$ cat src/rtl/npc_bpred.sv
// Predicting next-PC unit: owns the fetch PC, looks up a direct-mapped BTB with
// 2-bit counters, redirects after the delay slot and repairs/trains from E.
module npc_bpred #(
  parameter int          ENTRIES  = 16,
  parameter logic [31:0] RESET_PC = 32'h0000_3000
) (
  input  logic        clk,
  input  logic        reset,
  input  logic        F_stall,
  output logic [31:0] F_PC,
  output logic        F_predTaken,
  output logic [31:0] F_predTarget,
  output logic        F_flush,
  input  logic        E_valid,
  input  logic        E_isCtrl,
  input  logic        E_taken,
  input  logic [31:0] E_target,
  input  logic [31:0] E_PC,
  input  logic        E_predTaken,
  input  logic [31:0] E_predTarget,
  output logic        E_mispredict,
  output logic [31:0] E_PC8
);

  localparam int IDX = $clog2(ENTRIES);
  localparam int TW  = 30 - IDX;

  logic          btb_valid  [ENTRIES];
  logic [TW-1:0] btb_tag    [ENTRIES];
  logic [31:0]   btb_target [ENTRIES];
  logic [1:0]    btb_ctr    [ENTRIES];

  logic          pend_v;
  logic [31:0]   pend_tgt;

  logic [IDX-1:0] f_idx;
  logic [IDX-1:0] e_idx;
  logic           f_hit;
  logic           e_hit;
  logic [31:0]    correct_pc;
  logic [31:0]    next_pc;

  assign f_idx = F_PC[IDX+1:2];
  assign e_idx = E_PC[IDX+1:2];
  assign f_hit = btb_valid[f_idx] && (btb_tag[f_idx] == F_PC[31:IDX+2]);
  assign e_hit = btb_valid[e_idx] && (btb_tag[e_idx] == E_PC[31:IDX+2]);

  assign F_predTaken  = f_hit && btb_ctr[f_idx][1];
  assign F_predTarget = f_hit ? btb_target[f_idx] : F_PC + 32'd4;

  // A non-control instruction predicted taken is a stale BTB alias.
  assign E_mispredict = E_valid &&
                        ((E_isCtrl && ((E_taken != E_predTaken) ||
                                       (E_taken && (E_target != E_predTarget)))) ||
                         (!E_isCtrl && E_predTaken));
  assign E_PC8      = E_PC + 32'd8;
  assign correct_pc = (E_taken && E_isCtrl) ? E_target : E_PC8;
  assign F_flush    = E_mispredict && !F_stall;

  always_comb begin
    next_pc = F_PC + 32'd4;
    if (E_mispredict)  next_pc = correct_pc;
    else if (F_stall)  next_pc = F_PC;
    else if (pend_v)   next_pc = pend_tgt;
  end

  always_ff @(posedge clk) begin
    if (!reset) begin
      F_PC     <= RESET_PC;
      pend_v   <= 1'b0;
      pend_tgt <= RESET_PC;
    end else begin
      F_PC <= next_pc;
      if (E_mispredict) begin
        pend_v <= 1'b0;
      end else if (!F_stall) begin
        // Consumes any pending redirect and arms a new one in the same step.
        pend_v   <= F_predTaken;
        pend_tgt <= F_predTarget;
      end
    end
  end

  always_ff @(posedge clk) begin
    if (!reset) begin
      for (int i = 0; i < ENTRIES; i++) begin
        btb_valid[i]  <= 1'b0;
        btb_tag[i]    <= '0;
        btb_target[i] <= '0;
        btb_ctr[i]    <= 2'b01;
      end
    end else if (E_valid && E_isCtrl) begin
      if (e_hit) begin
        if (E_taken) begin
          if (btb_ctr[e_idx] != 2'b11) btb_ctr[e_idx] <= btb_ctr[e_idx] + 2'd1;
          btb_target[e_idx] <= E_target;
        end else if (btb_ctr[e_idx] != 2'b00) begin
          btb_ctr[e_idx] <= btb_ctr[e_idx] - 2'd1;
        end
      end else if (E_taken) begin
        btb_valid[e_idx]  <= 1'b1;
        btb_tag[e_idx]    <= E_PC[31:IDX+2];
        btb_target[e_idx] <= E_target;
        btb_ctr[e_idx]    <= 2'b10;
      end
    end else if (E_valid && E_predTaken && e_hit) begin
      btb_valid[e_idx] <= 1'b0;
    end
  end

endmodule

$ cat config.mk
export PLATFORM = sky130hd
export DESIGN_NAME = npc_bpred
export DESIGN_NICKNAME = d
export VERILOG_FILES = /design/src/rtl/npc_bpred.sv
export SDC_FILE = /design/constraint.sdc
export NUM_CORES = 2
export LEC_CHECK = 0
export CAP_MARGIN = 15
export CORE_MARGIN = 2
export CORE_UTILIZATION = 37
export CTS_CLUSTER_DIAMETER = 60
export CTS_CLUSTER_SIZE = 20
export DETAILED_ROUTE_END_ITERATION = 12
export MAX_ROUTING_LAYER = met4
export PLACE_DENSITY = 0.51
export SKIP_LAST_GASP = 1
export SYNTH_ARGS = -nofsm -noshare
export SYNTH_HDL_FRONTEND = slang
export SYNTH_SLANG_ARGS = --single-unit
export TNS_END_PERCENT = 5
$ cat constraint.sdc
create_clock -name clk -period 15.2 [get_ports clk]
set_input_delay 2.28 -clock clk [delete_from_list [all_inputs] [get_ports clk]]
set_output_delay 2.28 -clock clk [all_outputs]
set_load 0.01 [all_outputs]
==> summary.md <==
| Metric | Value |
|---|---|
| Iteration-0 DRC Markers | `5282` |
| CTS tree | `yes` |
| Post-CTS setup repair buffer count | `0` |
| Sw Pwr | `2080 uW` |
| Cell Rows | `141` |
| CTS root buffer | `clkbuf_16` |
| # resized after CTS | `0` |
| Worst Path Arrival | `6.69 ns` |
| Core area | `147000 sq um` |
| Worst-path clk slew | `0.07 ns` |
| CP endpoint kind | `primary output` |
| Clock Path Buffers | `3` |
| Post-synth EDFFs | `960` |
| Mux cell area share after synthesis | `0.181` |
| Final Cycle Share | `0.590` |
| Finished layout cell area | `62100 sq um` |
| TritonRoute pass-1 iters | `7` |
| Mapped cell area | `54700 sq um` |
| Main combinational cell family by area after synthesis | `multiplexers` |
| Register share of total power | `0.468` |
| Largest net degree at the start of global routing | `279` |
| Leakage power | `0.0232 uW` |
| Hold Buf Count CTS | `0` |
| Max-cap viol count | `0` |
| CTS Buf Count | `100` |
| Final Hold Fails | `0` |
| Yosys reg bits | `1045` |
| Adder-cell area share of the yosys netlist | `0.000457` |
| Setup TNS | `0 ns` |
| Total Routing Usage GR | `0.294` |
| Final Critical Period | `8.97 ns` |
| Fraction of registers with async set/reset | `0` |
| DIE WIDTH | `389 um` |
| Slew @ Worst Pin | `1.16 ns` |
| Gpl congestion | `0.940` |
| Power density over the cells | `116 nW/um^2` |
| Most frequent cells in the layout | `960 x edfxtp_1, 651 x and3_1, 333 x mux4_2` |
| CP bufs+invs | `2` |
| Synth-to-Final Area Change | `13.4%` |
| DR vias | `38900` |
| Sequential area share after synthesis | `0.558` |
| CP required | `12.92 ns` |
| Layout cells sized above 1 | `0.187` |
| Synth Area in Simple Gates | `0.147` |
| I/O pins | `202` |
| Placed cell areas | `58400 sq um` |
| R2R depth | `10` |
| Post-DRT Antenna Nets | `0` |
| Cell depth of the worst min-delay path | `2` |
| Global-route wire length before repair | `304000 um` |
| Remaining DRCs | `0` |
| Crit path kind | `flop to primary output` |
| Yosys cell types | `84` |
| DR WL/cell | `35.7 um` |
| Final setup violation count | `0` |
| Routed wire length | `219000 um` |
| CP max-delay cell | `a221oi_1` |
| CTS Sinks | `1045` |
| Die area | `151000 sq um` |
| Die height | `389 um` |
| Worst Hold Class | `flop to flop` |
| Clock power frac | `0.382` |
| RSZ-0062 raised after global routing | `no` |
| Relative slew slack | `0.224` |
| Main synth FF type | `edfxtp_1` |
| Levels on crit path | `10` |
| Crit-path max cell delay | `0.91 ns` |
| Commonest non-fill, non-tap cell in the layout | `edfxtp_1` |
| Vias in the first global route | `37100` |
| Syn_area_per_cell | `13.2 sq um` |
| Gr ovfl total | `0` |
| Max H-tree Level | `3` |
| P_int | `5150 uW` |
| Peak Freq | `0.111 GHz` |
| Fin. max-slew vios | `0` |
| Logic gate share of total power | `0.150` |
| Ys Warns | `0` |
| Initial antenna violation count | `13` |
| Fin nets | `4236` |
| Crit-path leading delay family | `simple AND/OR/NAND/NOR gates` |
| Initial Utilization | `0.372` |
| Buffers on Ports | `201` |
| Net Count, Synth | `4252` |
| Util after Layout | `0.421` |
| Crit start category | `flop` |
| Sw Share | `0.288` |
| Fill cell count | `13300` |
| Synth Area in Compound Gates | `0.0536` |
| Vias per inst | `6.31` |
| Crit path max fanout | `39` |
| Clk_lat worst skew | `0.77 ns` |
| Crit path cell chain | `buf_4, nor2_1, a221oi_1, a21oi_1, nand2_1, nand4_1, nor4b_4, nand4b_4, mux2i_1, clkdlybuf4s50_1` |
| Mapped Cells | `4147` |
| Run status | `complete, no violations` |
| Clock Skews | `0.0695 ns` |
| Max IR drop VDD | `0.0000892 V` |
| Post-DP HPWL | `139000 um` |
| Post-Synth XOR/XNOR Area | `0.0203` |
[routing by layer]
metal,up-vias,part of all wire,GRT usage
met5,-,0,-
met3,368,0.095,0.0527
met1,20200,0.41,0.403
met2,2306,0.45,0.440
met4,0,0.039,0.105
li1,16000,-,-
[power by group through the flow]
stage	Clock (uW)	Sequential, uW	Combinational, uW
2_1_floorplan	0	3380	620
3_3_place_gp	0	3440	1070
3_5_place_dp	0	3440	1070
4_1_cts	2790	3380	1070
5_1_grt	2890	3400	1110
6_report	2760	3380	1080
[state kept, by name, indices dropped and copies added (netlist names), named ones only]
register / flops
F_PC: 32
btb_ctr: 32
btb_tag: 416
btb_target: 512
btb_valid: 16
pend_tgt: 32
pend_v: 1
[layout make-up]
type,count,area (sq um),share of cell area
clock buffers,111,2630,0.0424
flip-flops and latches,1045,30500,0.492
multi-input cells,2609,22200,0.358
repair buffers,346,3140,0.0506
well taps,1930,2410,0.0389
inverters,29,109,0.00175
clock inverters,78,952,0.0153
diodes,7,17.5,0.000282
[metrics by stage]
| step | worst slack (ns) | power, uW | hold slack, ns | cells |
|---|---|---|---|---|
| 2_1_floorplan | 8.46 | 4000 | 0.424 | 4147 |
| 3_3_place_gp | 6.47 | 4510 | 0.436 | 5957 |
| 3_5_place_dp | 6.45 | 4510 | 0.443 | 5958 |
| 4_1_cts | 6.27 | 7240 | 0.451 | 6147 |
| 5_1_grt | 6.06 | 7400 | 0.459 | 6154 |
| 6_report | 6.23 | 7230 | 0.449 | 6155 |
[tightest hold or removal path, stage by stage, from the launching register on]
cell       delay, ns
dfxtp_1         0.30
inv_1           0.05
a2bb2oi_1       0.05
[synthesized netlist by cell type (8+ instances only)]
master    number  area (sq um)
inv_1         24          90.1
edfxtp_1     960         28800
dfxtp_1       85          1700
and4_1        12           105
nor3_1        46           230
buf_6         18           203
a311oi_1      15           131
a22oi_1       60           450
mux4_2       333          7500
nand3_1       46           230
a211oi_1      16           120
mux2_2        37           417
nor2_1       328          1230
nor4_1        13          81.3
a22o_1        40           350
a21oi_1       51           255
xor2_1        37           324
o21ai_0       65           325
and2_1        75           469
mux2_4        16           240
nand2b_1      16           100
nand4_1       25           156
o22ai_1       15          93.8
buf_1         14          52.6
o211ai_1      25           188
a32oi_1       18           158
a221oi_1      24           210
buf_4         24           180
xnor2_1       90           788
mux2i_1      174          1740
buf_2         72           360
and3_1       651          4070
nand2_1      257           965
clkbuf_1     333          1250
nor2b_1       20           125
a31oi_1        8          50.1
[final timing paths]
path                                          to  slack (ns)         start
worst max-delay path            F_predTarget[15]        6.23          flop
worst min-delay path                pend_tgt[12]        0.45  pend_tgt[12]
worst max register to register       pend_tgt[7]        9.56          flop
worst min register to register      pend_tgt[12]        0.45  pend_tgt[12]
[cell families (layout without fill, tap and decap cells)]
group / count (synthesis) / after routing
other: 0 / 7
adder cells (fa/ha/maj): 2 / 2
AO/OA/AOI/OAI: 402 / 402
AND/OR/NAND/NOR: 1518 / 1518
multiplexers: 560 / 560
XOR/XNOR: 127 / 127
buffers and inverters: 493 / 564
flip-flops: 1045 / 1045
(Power assumes the default switching activity.)
